File: config.mk
export PLATFORM = sky130hd
export DESIGN_NAME = op_slot_sequencer
export DESIGN_NICKNAME = d
export VERILOG_FILES = /design/src/rtl/op_slot_sequencer.sv
export SDC_FILE = /design/constraint.sdc
export NUM_CORES = 1
export LEC_CHECK = 0
export BUFFER_PORTS_ARGS = -buffer_cell sky130_fd_sc_hd__clkbuf_2
export CAP_MARGIN = 30
export CORE_ASPECT_RATIO = 0.5
export CORE_MARGIN = 5
export CORE_UTILIZATION = 55
export CTS_CLUSTER_SIZE = 24
export DETAILED_ROUTE_END_ITERATION = 12
export MAX_ROUTING_LAYER = met4
export PLACE_DENSITY = 0.8
export SYNTH_ARGS = -nofsm -noshare
export SYNTH_HDL_FRONTEND = slang
export SYNTH_SLANG_ARGS = --single-unit
File: constraint.sdc
create_clock -name clk -period 2 [get_ports clk]
set_input_delay 0.2 -clock clk [delete_from_list [all_inputs] [get_ports clk]]
set_output_delay 0.2 -clock clk [all_outputs]
set_load 0.05 [all_outputs]
File: src/rtl/op_slot_sequencer.sv
// ============================================================================
// Module   : op_slot_sequencer
// Brief    : Time-division scheduler that issues every (bank, op) slot into the
//            shared operator pipeline once per sample strobe and carries a
//            matching {valid, bank, op} tag pipeline alongside it.
//            Optional macro OP_SLOT_SEQ_OVERRUN_CNT_EN adds the overrun_cnt port.
// Revision : 1.0 - initial release
// ============================================================================
`default_nettype none

module op_slot_sequencer #(
    parameter int NUM_BANKS        = 2,
    parameter int NUM_OPS_PER_BANK = 18,
    parameter int PIPELINE_DEPTH   = 7,
    parameter int ISSUE_INTERVAL   = 1,
    localparam int BANK_W          = (NUM_BANKS > 1) ? $clog2(NUM_BANKS) : 1
) (
    input  logic              clk,
    input  logic              reset,
    input  logic              sample_clk_en,
    input  logic              overrun_clr,
    output logic              issue,
    output logic [BANK_W-1:0] issue_bank,
    output logic [4:0]        issue_op,
    output logic              out_valid,
    output logic [BANK_W-1:0] out_bank,
    output logic [4:0]        out_op,
    output logic              busy,
    output logic              frame_done,
    output logic              overrun
`ifdef OP_SLOT_SEQ_OVERRUN_CNT_EN
    ,
    output logic [7:0]        overrun_cnt
`endif
);

    localparam logic [1:0] S_IDLE  = 2'd0;
    localparam logic [1:0] S_ISSUE = 2'd1;
    localparam logic [1:0] S_GAP   = 2'd2;
    localparam logic [1:0] S_DRAIN = 2'd3;

    localparam int TAG_W = 1 + BANK_W + 5;
    localparam int GAP_W = (ISSUE_INTERVAL > 1) ? $clog2(ISSUE_INTERVAL) : 1;
    localparam logic [GAP_W-1:0]  GAP_LAST  = GAP_W'((ISSUE_INTERVAL > 1) ? ISSUE_INTERVAL - 2 : 0);
    localparam logic [BANK_W-1:0] LAST_BANK = BANK_W'(NUM_BANKS - 1);
    localparam logic [4:0]        LAST_OP   = 5'(NUM_OPS_PER_BANK - 1);

    logic [1:0]        state;
    logic [BANK_W-1:0] bank_cnt;
    logic [4:0]        op_cnt;
    logic [GAP_W-1:0]  gap_cnt;
    logic [TAG_W-1:0]  tag_pipe [PIPELINE_DEPTH];

    logic              last_slot;
    logic              strobe_drop;
    logic [BANK_W-1:0] next_bank;
    logic [4:0]        next_op;

    assign last_slot   = (bank_cnt == LAST_BANK) && (op_cnt == LAST_OP);
    assign strobe_drop = sample_clk_en && (state != S_IDLE);

    always_comb begin
        next_bank = bank_cnt;
        next_op   = op_cnt + 5'd1;
        if (op_cnt == LAST_OP) begin
            next_op   = 5'd0;
            next_bank = bank_cnt + BANK_W'(1);
        end
    end

    // Slot counters only advance when the next issue starts, so they hold through gaps.
    always_ff @(posedge clk or posedge reset) begin
        if (reset) begin
            state    <= S_IDLE;
            bank_cnt <= '0;
            op_cnt   <= '0;
            gap_cnt  <= '0;
        end else begin
            case (state)
                S_IDLE: begin
                    if (sample_clk_en) begin
                        state    <= S_ISSUE;
                        bank_cnt <= '0;
                        op_cnt   <= '0;
                    end
                end
                S_ISSUE: begin
                    if (last_slot) begin
                        state <= S_DRAIN;
                    end else if (ISSUE_INTERVAL == 1) begin
                        bank_cnt <= next_bank;
                        op_cnt   <= next_op;
                    end else begin
                        state   <= S_GAP;
                        gap_cnt <= '0;
                    end
                end
                S_GAP: begin
                    if (gap_cnt == GAP_LAST) begin
                        state    <= S_ISSUE;
                        bank_cnt <= next_bank;
                        op_cnt   <= next_op;
                    end else begin
                        gap_cnt <= gap_cnt + GAP_W'(1);
                    end
                end
                default: begin
                    if (frame_done) begin
                        state <= S_IDLE;
                    end
                end
            endcase
        end
    end

    // Idle tag slots carry zeros so out_bank/out_op read 0 whenever out_valid is low.
    always_ff @(posedge clk or posedge reset) begin
        if (reset) begin
            for (int i = 0; i < PIPELINE_DEPTH; i++) begin
                tag_pipe[i] <= '0;
            end
        end else begin
            tag_pipe[0] <= issue ? {1'b1, bank_cnt, op_cnt} : '0;
            for (int i = 1; i < PIPELINE_DEPTH; i++) begin
                tag_pipe[i] <= tag_pipe[i-1];
            end
        end
    end

    assign issue      = (state == S_ISSUE);
    assign issue_bank = bank_cnt;
    assign issue_op   = op_cnt;
    assign {out_valid, out_bank, out_op} = tag_pipe[PIPELINE_DEPTH-1];
    assign busy       = (state != S_IDLE);
    assign frame_done = (state == S_DRAIN) && out_valid &&
                        (out_bank == LAST_BANK) && (out_op == LAST_OP);

    always_ff @(posedge clk or posedge reset) begin
        if (reset) begin
            overrun <= 1'b0;
        end else if (strobe_drop) begin
            overrun <= 1'b1;
        end else if (overrun_clr) begin
            overrun <= 1'b0;
        end
    end

`ifdef OP_SLOT_SEQ_OVERRUN_CNT_EN
    always_ff @(posedge clk or posedge reset) begin
        if (reset) begin
            overrun_cnt <= 8'd0;
        end else if (strobe_drop && overrun_clr) begin
            overrun_cnt <= 8'd1;
        end else if (strobe_drop) begin
            if (overrun_cnt != 8'hFF) begin
                overrun_cnt <= overrun_cnt + 8'd1;
            end
        end else if (overrun_clr) begin
            overrun_cnt <= 8'd0;
        end
    end
`else
    // Drop counter not built; only the sticky overrun flag records drops.
`endif

endmodule

`default_nettype wire

# Word level (Yosys, flattened, before mapping)
# Cells that the tools add are included.
# word_totals
ff_bits	59
in_bits	4
wordCells	55
# classes
addsub	3
n_eq_ne	9
muxes	19
reduce_logical	12
# ops
operator	n
$mux 5	4
$pmux 5 s3	1
$eq 5x5->1 const B	2
$mux 2	4
$reduce_and 4->1	2
$mux 1	7
$mux 7	1
$ne 2x2->1 const B	3
$pmux 2 s3	1
$add 5x1->5 const B	1
$logic_and 1x1->1	5
$eq 2x2->1 const B	2
$reduce_bool 2->1	2
$reduce_bool 4->1	1
$pmux 1 s3	1
$reduce_bool 3->1	1
$add 1x1->1 const B	2
$eq 2x1->1 const B	1
$logic_not 2->1	1
$ne 2x1->1 const B	1

# Logic depth before layout (Yosys ltp)
# Gate-level depths: netlist of run 1.
# depth
word_depth	6
mapped_depth	6
ltp_nobuf	6

# Worst setup path before layout of run 1
# Ideal clock, no wire load.
# synth_timing
kind	reg-to-reg
startpoint	reg op_cnt[1] (netlist: issue_op[1])
endpoint	reg op_cnt[1] (netlist: issue_op[1])
setup_ps	75
arrival_time_ps	1817
setup_slack_ps	108
path_stages_with_launch	7
period_less_slack_ps	1892
cell_sequence	dfrtp_1 > inv_1 > ha_1 > nor3b_2 > a21bo_4 > or3_4 > o2bb2ai_2
# synth_via
elab_chain_len	4
# synth_lines
item	line	source
from (decl)	50	logic [4:0] op_cnt;
from (signal assigned)	92	op_cnt <= next_op;
from (signal assigned)	102	op_cnt <= next_op;
$add 5x1->5 or $eq 5x5->1 (tied branches)	64, 59, 65	
$mux 5 or $logic_and 1x1->1 (tied branches)	65, 59	
$mux 5, or another cell as far along	99	if (gap_cnt == GAP_LAST) begin
$pmux 5 s3 or $reduce_and 4->1 (tied branches)	-	
# Several ways; a longest one is shown, not always the timed one. The select of a mux whose other input is x is not followed.
# A chain may end at the register's enable or synchronous reset.

# Final worst setup path of run 1
# layout_timing
startpoint	reg state[1]
endpoint	out frame_done
# layout_via
elab_chain_len	4
# layout_lines
item	line	source
from (decl)	48	logic [1:0] state;
from (signal assigned)	74	state <= S_IDLE;
from (signal assigned)	82	state <= S_ISSUE;
from (signal assigned)	89	state <= S_DRAIN;
$eq 2x2->1	135	assign frame_done = (state == S_DRAIN) && out_valid &&
$logic_and 1x1->1 (2 in a row)	135	
$logic_and 1x1->1	136	(out_bank == LAST_BANK) && (out_op == LAST_OP);
to (decl)	29	output logic frame_done,
# No other way between the ends.

==> impl_metrics.env, run 1 <==
export IMPL_status="complete, no violations"
export IMPL_antenna_cells=0
export IMPL_seq_power_share=0.457
export IMPL_placed_area_sq_um=2050
export IMPL_viasPerCell=4.76
export IMPL_ant_nets=0
export IMPL_finalClockSkew_ns=0.00489
export IMPL_maxSlewHeadroom=0.546
export IMPL_period_needed_ns=1.89
export IMPL_end_kind="output pin"
export IMPL_htreeDepth=3
export IMPL_ys_warn_count=0
export IMPL_syn_avg_cell_area_sq_um=15.6
export IMPL_synth_lib_cells_used_distinct=33
export IMPL_synth_top_area_cell="dfrtp_1"
export IMPL_first_iter_violations=48
export IMPL_p_leak_nw=1.12
export IMPL_clockBufferDepth=2
export IMPL_power_switching_w=0.00141
export IMPL_p_int_w=0.00256
export IMPL_postSynthCellCount=123
export IMPL_cts_root_buffer="clkbuf_8"
export IMPL_peakVddDrop_mv=0.942
export IMPL_rows=15
export IMPL_synth_area_sq_um=1920
export IMPL_ys_async_sr_fraction=1.00
export IMPL_grt_pass1_vias=1095
export IMPL_initial_core_util=0.565
export IMPL_swShare=0.355
export IMPL_place_congestion=0.817
export IMPL_critPathRequiredTime_ns=1.80
export IMPL_clock_sinks=58
export IMPL_clock_latency_ns=0.33
export IMPL_syn_to_final_growth_pct=17.9
export IMPL_numPortBuffers=20
export IMPL_synth_compound_area_frac=0.0724
export IMPL_worst_pin_slew_ns=0.681
export IMPL_die_width_um=93.5
export IMPL_finalSetupTns_ns=0
export IMPL_finalHoldViolations=0
export IMPL_io_pins=21
export IMPL_grt_max_degree=59
export IMPL_rsz0062_at_grt="false"
export IMPL_die_y_um=51.8
export IMPL_drtPass1Iterations=3
export IMPL_nets=161
export IMPL_cts_buffers=9
export IMPL_synthXorXnorAreaFrac=0
export IMPL_synth_common_cells="dfrtp_1, inv_1, ha_1, buf_4, nor2_1"
export IMPL_core_area_sq_um=3400
export IMPL_cts_hold_fix_buffers=0
export IMPL_fmaxAchievable_mhz=530
export IMPL_powerDensity_nw_per_um2=1760
export IMPL_drc_errors=0
export IMPL_cts_tree="done"
export IMPL_period_share=0.944
export IMPL_crit_fanout=7
export IMPL_stdcell_area_sq_um=2260
export IMPL_worst_ep_arrival_time_ns=1.69
export IMPL_synth_seq_area_share=0.756
export IMPL_syn_nets=134
export IMPL_synth_top_cell_area_share=0.756
export IMPL_grt_ovfl_total=0
export IMPL_critPathLaunchType="register"
export IMPL_dieArea_sq_um=4840
export IMPL_synth_edff_count=0
export IMPL_hold_path_class="in2async"
export IMPL_synth_most_common_cell="dfrtp_1"
export IMPL_ys_ff_latch=58
export IMPL_clk_pin_slew_worst_paths_ns=0.06
export IMPL_yosys_area_share_adder=0.0456
export IMPL_dp_hpwl_um=1930
export IMPL_vias=980
export IMPL_drive_gt1_frac=0.297
export IMPL_power_frac_comb=0.274
export IMPL_antenna_found_initial=0
export IMPL_synth_simple_area_share=0.0854
export IMPL_grt_use_total=0.153
export IMPL_clkPwrFrac=0.269
export IMPL_grt_pass1_wl_um=5020
export IMPL_synth_ff_type="dfrtp_1"
export IMPL_synth_mux_area_frac=0.00522
export IMPL_synth_top_family_by_area="simple AND/OR/NAND/NOR gates"
export IMPL_criticalPathCategory="reg2out"
export IMPL_drv_slew=0
export IMPL_cap_viol_max_count=0
export IMPL_wl_per_cell_um=14.0
export IMPL_synth_area_top_cells="dfrtp_1, ha_1, buf_4, inv_1, and2_1"
export IMPL_drt_wl_total_um=2880
export IMPL_setup_viol=0
==> area by class of cell <==
type / instances / area, sq um
Clock buffer: 12 / 155
Clock inverter: 4 / 50.0
Fill cell: 242 / 1130
Inverter: 8 / 30.0
Multi-Input combinational cell: 52 / 403
Sequential cell: 58 / 1450
Tap cell: 51 / 63.8
Timing Repair Buffer: 21 / 110
==> what timing repair did <==
action / CTS / global route
resized for setup: 1 / 2
endpoints found under the hold margin: 0 / 0
setup buffers: 0 / 0
endpoints found under the setup margin: 1 / 1
==> worst max-delay path, cell delays in order, from the launching register on <==
cell,delay [ns]
dfrtp_1,0.41
ha_2,0.31
nand4b_1,0.24
nor2_1,0.15
clkbuf_4,0.24
==> final timing paths <==
| path | startpoint | to | slack (ns) | cells after the start |
|---|---|---|---|---|
| max | state[1]$_DFFE_PP0P_ | frame_done | 0.11 | 4 |
| min | reset | tag_pipe[10]$_DFF_PP0_ | 0.04 | 3 |
| max reg2reg | state[1]$_DFFE_PP0P_ | state[0]$_DFFE_PP0P_ | 0.22 | 6 |
| min reg2reg | tag_pipe[35]$_DFF_PP0_ | tag_pipe[28]$_DFF_PP0_ | 0.34 | 0 |
| max in group asynchronous | reset | issue_op[2]$_DFFE_PP0P_ | 1.50 | 3 |
| min in group clk | overrun_clr | overrun$_DFFE_PP0P_ | 0.14 | 3 |
==> per-layer routing <==
layer	track usage	share of wire
met1	0.171	0.48
met2	0.225	0.46
met3	0.0954	0.051
met4	0.0552	0.0017
met5	-	0
==> cells in the final DEF (no fill, tap or decap), types with 2 or more instances in the layout <==
| cell type | n |
|---|---|
| a21oi_1 | 4 |
| ha_1 | 6 |
| inv_1 | 7 |
| dfrtp_1 | 58 |
| and2_1 | 4 |
| nor2_1 | 5 |
| clkbuf_8 | 11 |
| nor4_1 | 2 |
| o21ai_0 | 3 |
| clkinvlp_4 | 2 |
| nand3_1 | 3 |
| clkbuf_2 | 19 |
| nand2_1 | 2 |
==> per-stage QoR <==
stage / hold slack [ns] / worst slack, ns / total power [W] / util / cells
floorplan: 0.331 / 0.108 / 0.00271 / - / 123
global placement: 0.332 / 0.343 / 0.00289 / 0.604 / 190
detailed placement: 0.335 / 0.215 / 0.00294 / 0.604 / 190
CTS: 0.0520 / 0.0418 / 0.00402 / 0.666 / 206
global route: 0.112 / 0.00944 / 0.00421 / 0.666 / 206
finish: 0.0445 / 0.111 / 0.00398 / 0.666 / 206
==> state kept, by name, summed over array words and instances (netlist names) <==
name        count
tag_pipe       42
out_valid       1
issue_bank      1
issue_op        5
out_op          5
state           2
out_bank        1
overrun         1
==> power by group through the flow <==
stage	Combinational [W]	Clock, W	Sequential [W]
global placement	0.00108	0	0.00181
finish	0.00109	0.00107	0.00182
floorplan	0.000681	0	0.00203
global route	0.00117	0.00117	0.00188
detailed placement	0.00109	0	0.00184
CTS	0.00110	0.00110	0.00182
==> cell families after synthesis <==
family / after synthesis
simple gates: 26
flops: 58
buf+inv: 13
compound gates: 18
fa+ha+maj: 7
mux: 1
Power figures use the tool's default switching activity.
==> run 2: changes to the inputs <==
CORE_ASPECT_RATIO = default   (was 0.5)
SETUP_SLACK_MARGIN = 0.4   (was default)
==> run 2 against run 1 <==
Routed wire length grew 22%. Sequential share of layout area shrank 3.5 points. Flip-flop and latch count is the same. Critical path type is now reg2reg. Critical endpoint is now issue_op[2]$_DFFE_PP0P_. Highest routed layer unchanged.
==> impl_metrics.env, run 2 (synthesized netlist as in run 1, its figures left out) <==
export IMPL_p_leak_nw=1.17
export IMPL_first_iter_violations=75
export IMPL_r2r_cells=5
export IMPL_cts_tree="done"
export IMPL_status="complete, no violations"
export IMPL_drv_slew=0
export IMPL_core_area_sq_um=3360
export IMPL_grt_pass1_wl_um=5860
export IMPL_finalSetupTns_ns=0
export IMPL_fmaxAchievable_mhz=614
export IMPL_final_common_cell="dfrtp_1"
export IMPL_power_frac_comb=0.340
export IMPL_period_share=0.814
export IMPL_place_congestion=0.880
export IMPL_nets=174
export IMPL_htreeDepth=3
export IMPL_clk_pin_slew_worst_paths_ns=0.09
export IMPL_drtPass1Iterations=4
export IMPL_ant_nets=0
export IMPL_antenna_found_initial=0
export IMPL_rsz0062_at_grt="true"
export IMPL_critPathLaunchType="register"
export IMPL_dieArea_sq_um=4770
export IMPL_r2r_slack_ns=0.37
export IMPL_dp_hpwl_um=2070
export IMPL_drive_gt1_frac=0.417
export IMPL_cts_buffers=9
export IMPL_placed_area_sq_um=2080
export IMPL_numPortBuffers=20
export IMPL_period_needed_ns=1.63
export IMPL_cts_root_buffer="clkbuf_4"
export IMPL_clock_latency_ns=0.37
export IMPL_p_int_w=0.00256
export IMPL_grt_use_total=0.167
export IMPL_io_pins=21
export IMPL_reg2reg_to="issue_op[2]$_DFFE_PP0P_"
export IMPL_powerDensity_nw_per_um2=1690
export IMPL_syn_to_final_growth_pct=25.2
export IMPL_grt_max_degree=40
export IMPL_hold_path_class="in2reg"
export IMPL_layout_common_cells="dfrtp_1, clkbuf_2, buf_4"
export IMPL_antenna_cells=0
export IMPL_largest_reg_flops=42
export IMPL_viasPerCell=5.20
export IMPL_clkPwrFrac=0.203
export IMPL_stdcell_area_sq_um=2400
export IMPL_worst_ep_arrival_time_ns=1.92
export IMPL_grt_pass1_vias=1163
export IMPL_initial_core_util=0.571
export IMPL_finalHoldViolations=0
export IMPL_finalClockSkew_ns=0.00938
export IMPL_hold_end="overrun$_DFFE_PP0P_"
export IMPL_hold_start="overrun_clr"
export IMPL_worst_pin_slew_ns=0.433
export IMPL_critPathRequiredTime_ns=2.29
export IMPL_crit_fanout=6
export IMPL_cap_viol_max_count=0
export IMPL_setup_viol=0
export IMPL_criticalPathCategory="reg2reg"
export IMPL_clock_sinks=58
export IMPL_hold_depth=3
export IMPL_rows=21
export IMPL_vias=1112
export IMPL_peakVddDrop_mv=1.36
export IMPL_drt_wl_total_um=3510
export IMPL_grt_ovfl_total=0
export IMPL_n_fill_cell=249
export IMPL_rr_startpoint="state[0]$_DFFE_PP0P_"
export IMPL_clockBufferDepth=2
export IMPL_drc_errors=0
export IMPL_die_width_um=69.1
export IMPL_wl_per_cell_um=16.4
export IMPL_seq_power_share=0.456
export IMPL_end_kind="register"
export IMPL_swShare=0.368
export IMPL_maxSlewHeadroom=0.711
export IMPL_regMostFlops="tag_pipe"
export IMPL_die_y_um=69.1
export IMPL_power_switching_w=0.00149
[run 2: cell count changes in the layout (fill, tap and decap cells not counted), sizes merged]
cell,before,now
buf,1,13
clkbuf,32,34
clkinvlp,2,1
dlygate4sd3,0,1
inv,8,7
[run 2: final cells by class]
cell class	count	area [sq um]	share of cell area
clock inverters	2	35.0	0.0146
well taps	46	57.6	0.0239
clock buffers	14	106	0.0442
flip-flops and latches	58	1460	0.606
repair buffers	34	245	0.102
inverters	8	33.8	0.0141
multi-input cells	52	469	0.195
[run 2: worst max-delay path, stage by stage (launching register included)]
cell and delay [ns]:
dfrtp_2 0.45, inv_2 0.08, ha_4 0.27, a21bo_4 0.24, or3_4 0.37, o22ai_2 0.13
[run 2: per-layer routing]
| layer | up-vias | track usage | wire length (um) |
|---|---|---|---|
| met5 | - | - | 0 |
| met4 | 0 | 0.0716 | 82 |
| met3 | 11 | 0.0698 | 174 |
| met2 | 36 | 0.255 | 1780 |
| met1 | 572 | 0.195 | 1470 |
| li1 | 493 | - | - |
[run 2: worst max-delay path by stage]
stage / start / end / slack [ns] / cells past startpoint
finish: state[0]$_DFFE_PP0P_ / issue_op[2]$_DFFE_PP0P_ / 0.37 / 5
global placement: state[1]$_DFFE_PP0P_ / state[0]$_DFFE_PP0P_ / 0.39 / 6
CTS: state[1]$_DFFE_PP0P_ / issue / 0.33 / 3
floorplan: issue_op[1]$_DFFE_PP0P_ / issue_op[1]$_DFFE_PP0P_ / 0.32 / 6
global route: state[0]$_DFFE_PP0P_ / frame_done / 0.31 / 4
detailed placement: state[0]$_DFFE_PP0P_ / issue_op[2]$_DFFE_PP0P_ / 0.30 / 6
[run 2: through the flow]
stage	worst slack [ns]	total power (W)	utilization	hold slack (ns)	std cells
5_1_grt	0.308	0.00427	0.715	0.0877	214
2_1_floorplan	0.321	0.00274	-	0.293	123
3_3_place_gp	0.390	0.00293	0.618	0.207	185
4_1_cts	0.326	0.00393	0.688	0.0706	206
6_report	0.372	0.00406	0.715	0.0927	214
3_5_place_dp	0.296	0.00301	0.618	0.228	185
[run 2: power by group through the flow]
stage,combinational (W),sequential [W],clock (W)
4_1_cts,0.00122,0.00186,0.000850
3_3_place_gp,0.00110,0.00183,0
3_5_place_dp,0.00113,0.00187,0
2_1_floorplan,0.000700,0.00204,0
6_report,0.00138,0.00185,0.000824
5_1_grt,0.00146,0.00191,0.000906
[run 2: timing repair]
item,CTS,global route
gates resized for setup,13,6
pin swaps,1,1
hold buffers,1,0
setup buffers,4,8
hold endpoints to repair,19,0
setup endpoints to repair,10,11
==> run 3: changes to the inputs <==
clock period = 1.69 ns   (was 2 ns; I/O delays follow)
==> run 3 against run 2 <==
The flow now finishes with violations (setup timing). Critical path type unchanged. Critical endpoint is now issue_op[0]$_DFFE_PP0P_. Maximum frequency is 4.5% lower. Flip-flop and latch count stayed put. Final area is 9.2% higher. Worst hold slack worse by 0.016 ns. Cell count is 3.3% higher. Largest power group unchanged.
==> impl_metrics.env, run 3 (synthesized netlist as in run 1, its figures left out) <==
export IMPL_power_w=0.00518
export IMPL_clock_latency_ns=0.39
export IMPL_antenna_cells=0
export IMPL_core_area_sq_um=3360
export IMPL_rsz0062_at_grt="true"
export IMPL_hold_depth=3
export IMPL_wl_met3_um=195
export IMPL_antenna_found_initial=0
export IMPL_placed_area_sq_um=2130
export IMPL_dieArea_sq_um=4770
export IMPL_grt_pass1_wl_um=5790
export IMPL_initial_core_util=0.571
export IMPL_cts_buffers=9
export IMPL_grt_ovfl_total=0
export IMPL_fmaxAchievable_mhz=587
export IMPL_worst_pin_slew_ns=0.431
export IMPL_final_common_cell="dfrtp_1"
export IMPL_nets=181
export IMPL_maxSlewHeadroom=0.712
export IMPL_first_iter_violations=57
export IMPL_powerDensity_nw_per_um2=1970
export IMPL_die_width_um=69.1
export IMPL_cap_viol_max_count=0
export IMPL_drt_wl_total_um=3800
export IMPL_grt_pass1_vias=1191
export IMPL_numPortBuffers=20
export IMPL_finalClockSkew_ns=0.0132
export IMPL_drv_slew=0
export IMPL_stdcell_area_sq_um=2620
export IMPL_finalSetupTns_ns=-0.0304
export IMPL_grt_max_degree=40
export IMPL_drive_gt1_frac=0.514
export IMPL_die_y_um=69.1
export IMPL_htreeDepth=3
export IMPL_cts_tree="done"
export IMPL_drt_met1_wl_um=1460
export IMPL_io_pins=21
export IMPL_r2r_cells=8
export IMPL_status="finished, violations left"
export IMPL_layout_setup_ws_ns=-0.0137
export IMPL_worst_ep_arrival_time_ns=1.97
export IMPL_finalHoldViolations=0
export IMPL_place_congestion=0.903
export IMPL_p_leak_nw=1.25
export IMPL_dp_hpwl_um=1960
export IMPL_hold_path_class="in2reg"
export IMPL_wl_per_cell_um=17.2
export IMPL_regMostFlops="tag_pipe"
export IMPL_period_needed_ns=1.70
export IMPL_violations="setup timing"
export IMPL_clockBufferDepth=2
export IMPL_viasPerCell=4.98
export IMPL_clk_pin_slew_worst_paths_ns=0.09
export IMPL_setup_viol=3
export IMPL_crit_fanout=5
export IMPL_post_place_ws_ns=0.0445
export IMPL_ant_nets=0
export IMPL_critPathRequiredTime_ns=1.95
export IMPL_rows=21
export IMPL_criticalPathCategory="reg2reg"
export IMPL_period_share=1.01
export IMPL_vias=1101
export IMPL_critPathLaunchType="register"
export IMPL_peakVddDrop_mv=1.22
export IMPL_clock_sinks=58
export IMPL_largest_reg_flops=42
export IMPL_grt_use_total=0.169
export IMPL_hold_ws_ns=0.0768
export IMPL_highest_layer="met4"
export IMPL_route_met2_wl_um=2070
export IMPL_layout_common_cells="dfrtp_1, buf_4, clkbuf_2"
export IMPL_drtPass1Iterations=4
export IMPL_end_kind="register"
export IMPL_cts_root_buffer="clkbuf_4"
export IMPL_syn_to_final_growth_pct=36.7
export IMPL_drc_errors=0
-- run 3: cell types whose count changed in the layout (fill, tap and decap cells not counted), sizes merged --
cell and delta:
buf +9, clkinv +1, clkbuf -3
-- run 3: final cells by class --
cell class | instances | area (sq um)
Clock buffer | 13 | 92.6
Clock inverter | 3 | 40.0
Fill cell | 207 | 739
Inverter | 8 | 38.8
Multi-Input combinational cell | 52 | 536
Sequential cell | 58 | 1460
Tap cell | 46 | 57.6
Timing Repair Buffer | 41 | 399
-- run 3: through the flow --
stage,util,cells
3_3_place_gp,0.633,187
5_1_grt,0.780,221
3_5_place_dp,0.633,187
2_1_floorplan,-,123
6_report,0.780,221
4_1_cts,0.742,213
-- run 3: routing by layer --
layer,GRT usage,up-vias
met5,-,-
met4,0.0868,0
met3,0.0872,10
met2,0.255,30
met1,0.182,553
li1,-,508
-- run 3: timing repair --
item                       in CTS  in global routing
hold buffers                    1                  0
hold endpoints to repair       19                  0
pin swaps                       3                  3
gates resized for setup        36                 20
gates cloned                    0                  0
setup endpoints to repair      17                 21
setup buffers                   9                  8
-- run 3: worst max-delay path, stage by stage (launching register included) --
cell	delay (ns)
dfrtp_2	0.44
buf_6	0.12
inv_4	0.04
buf_6	0.11
ha_4	0.17
and2_4	0.15
and3_4	0.20
o31ai_4	0.28
o21ai_2	0.08
-- run 3: where the power goes --
part | switching [W] | leakage, nW | internal [W]
clock | 0.000457 | 0.0741 | 0.000490
sequential | 0.000281 | 0.725 | 0.00191
combinational | 0.00114 | 0.449 | 0.000900
total | 0.00188 | 1.25 | 0.00330
-- run 3: path summary, 6_finish.rpt --
check | start | end | slack (ns)
hold / removal | overrun_clr | overrun$_DFFE_PP0P_ | 0.08
hold reg to reg | tag_pipe[13]$_DFF_PP0_ | out_valid$_DFF_PP0_ | 0.35
max in group asynchronous | reset | issue_op[1]$_DFFE_PP0P_ | 0.81
setup / recovery | state[1]$_DFFE_PP0P_ | issue_op[0]$_DFFE_PP0P_ | -0.01
min in group asynchronous | reset | tag_pipe[40]$_DFF_PP0_ | 0.33
setup reg to reg | state[1]$_DFFE_PP0P_ | issue_op[0]$_DFFE_PP0P_ | -0.01
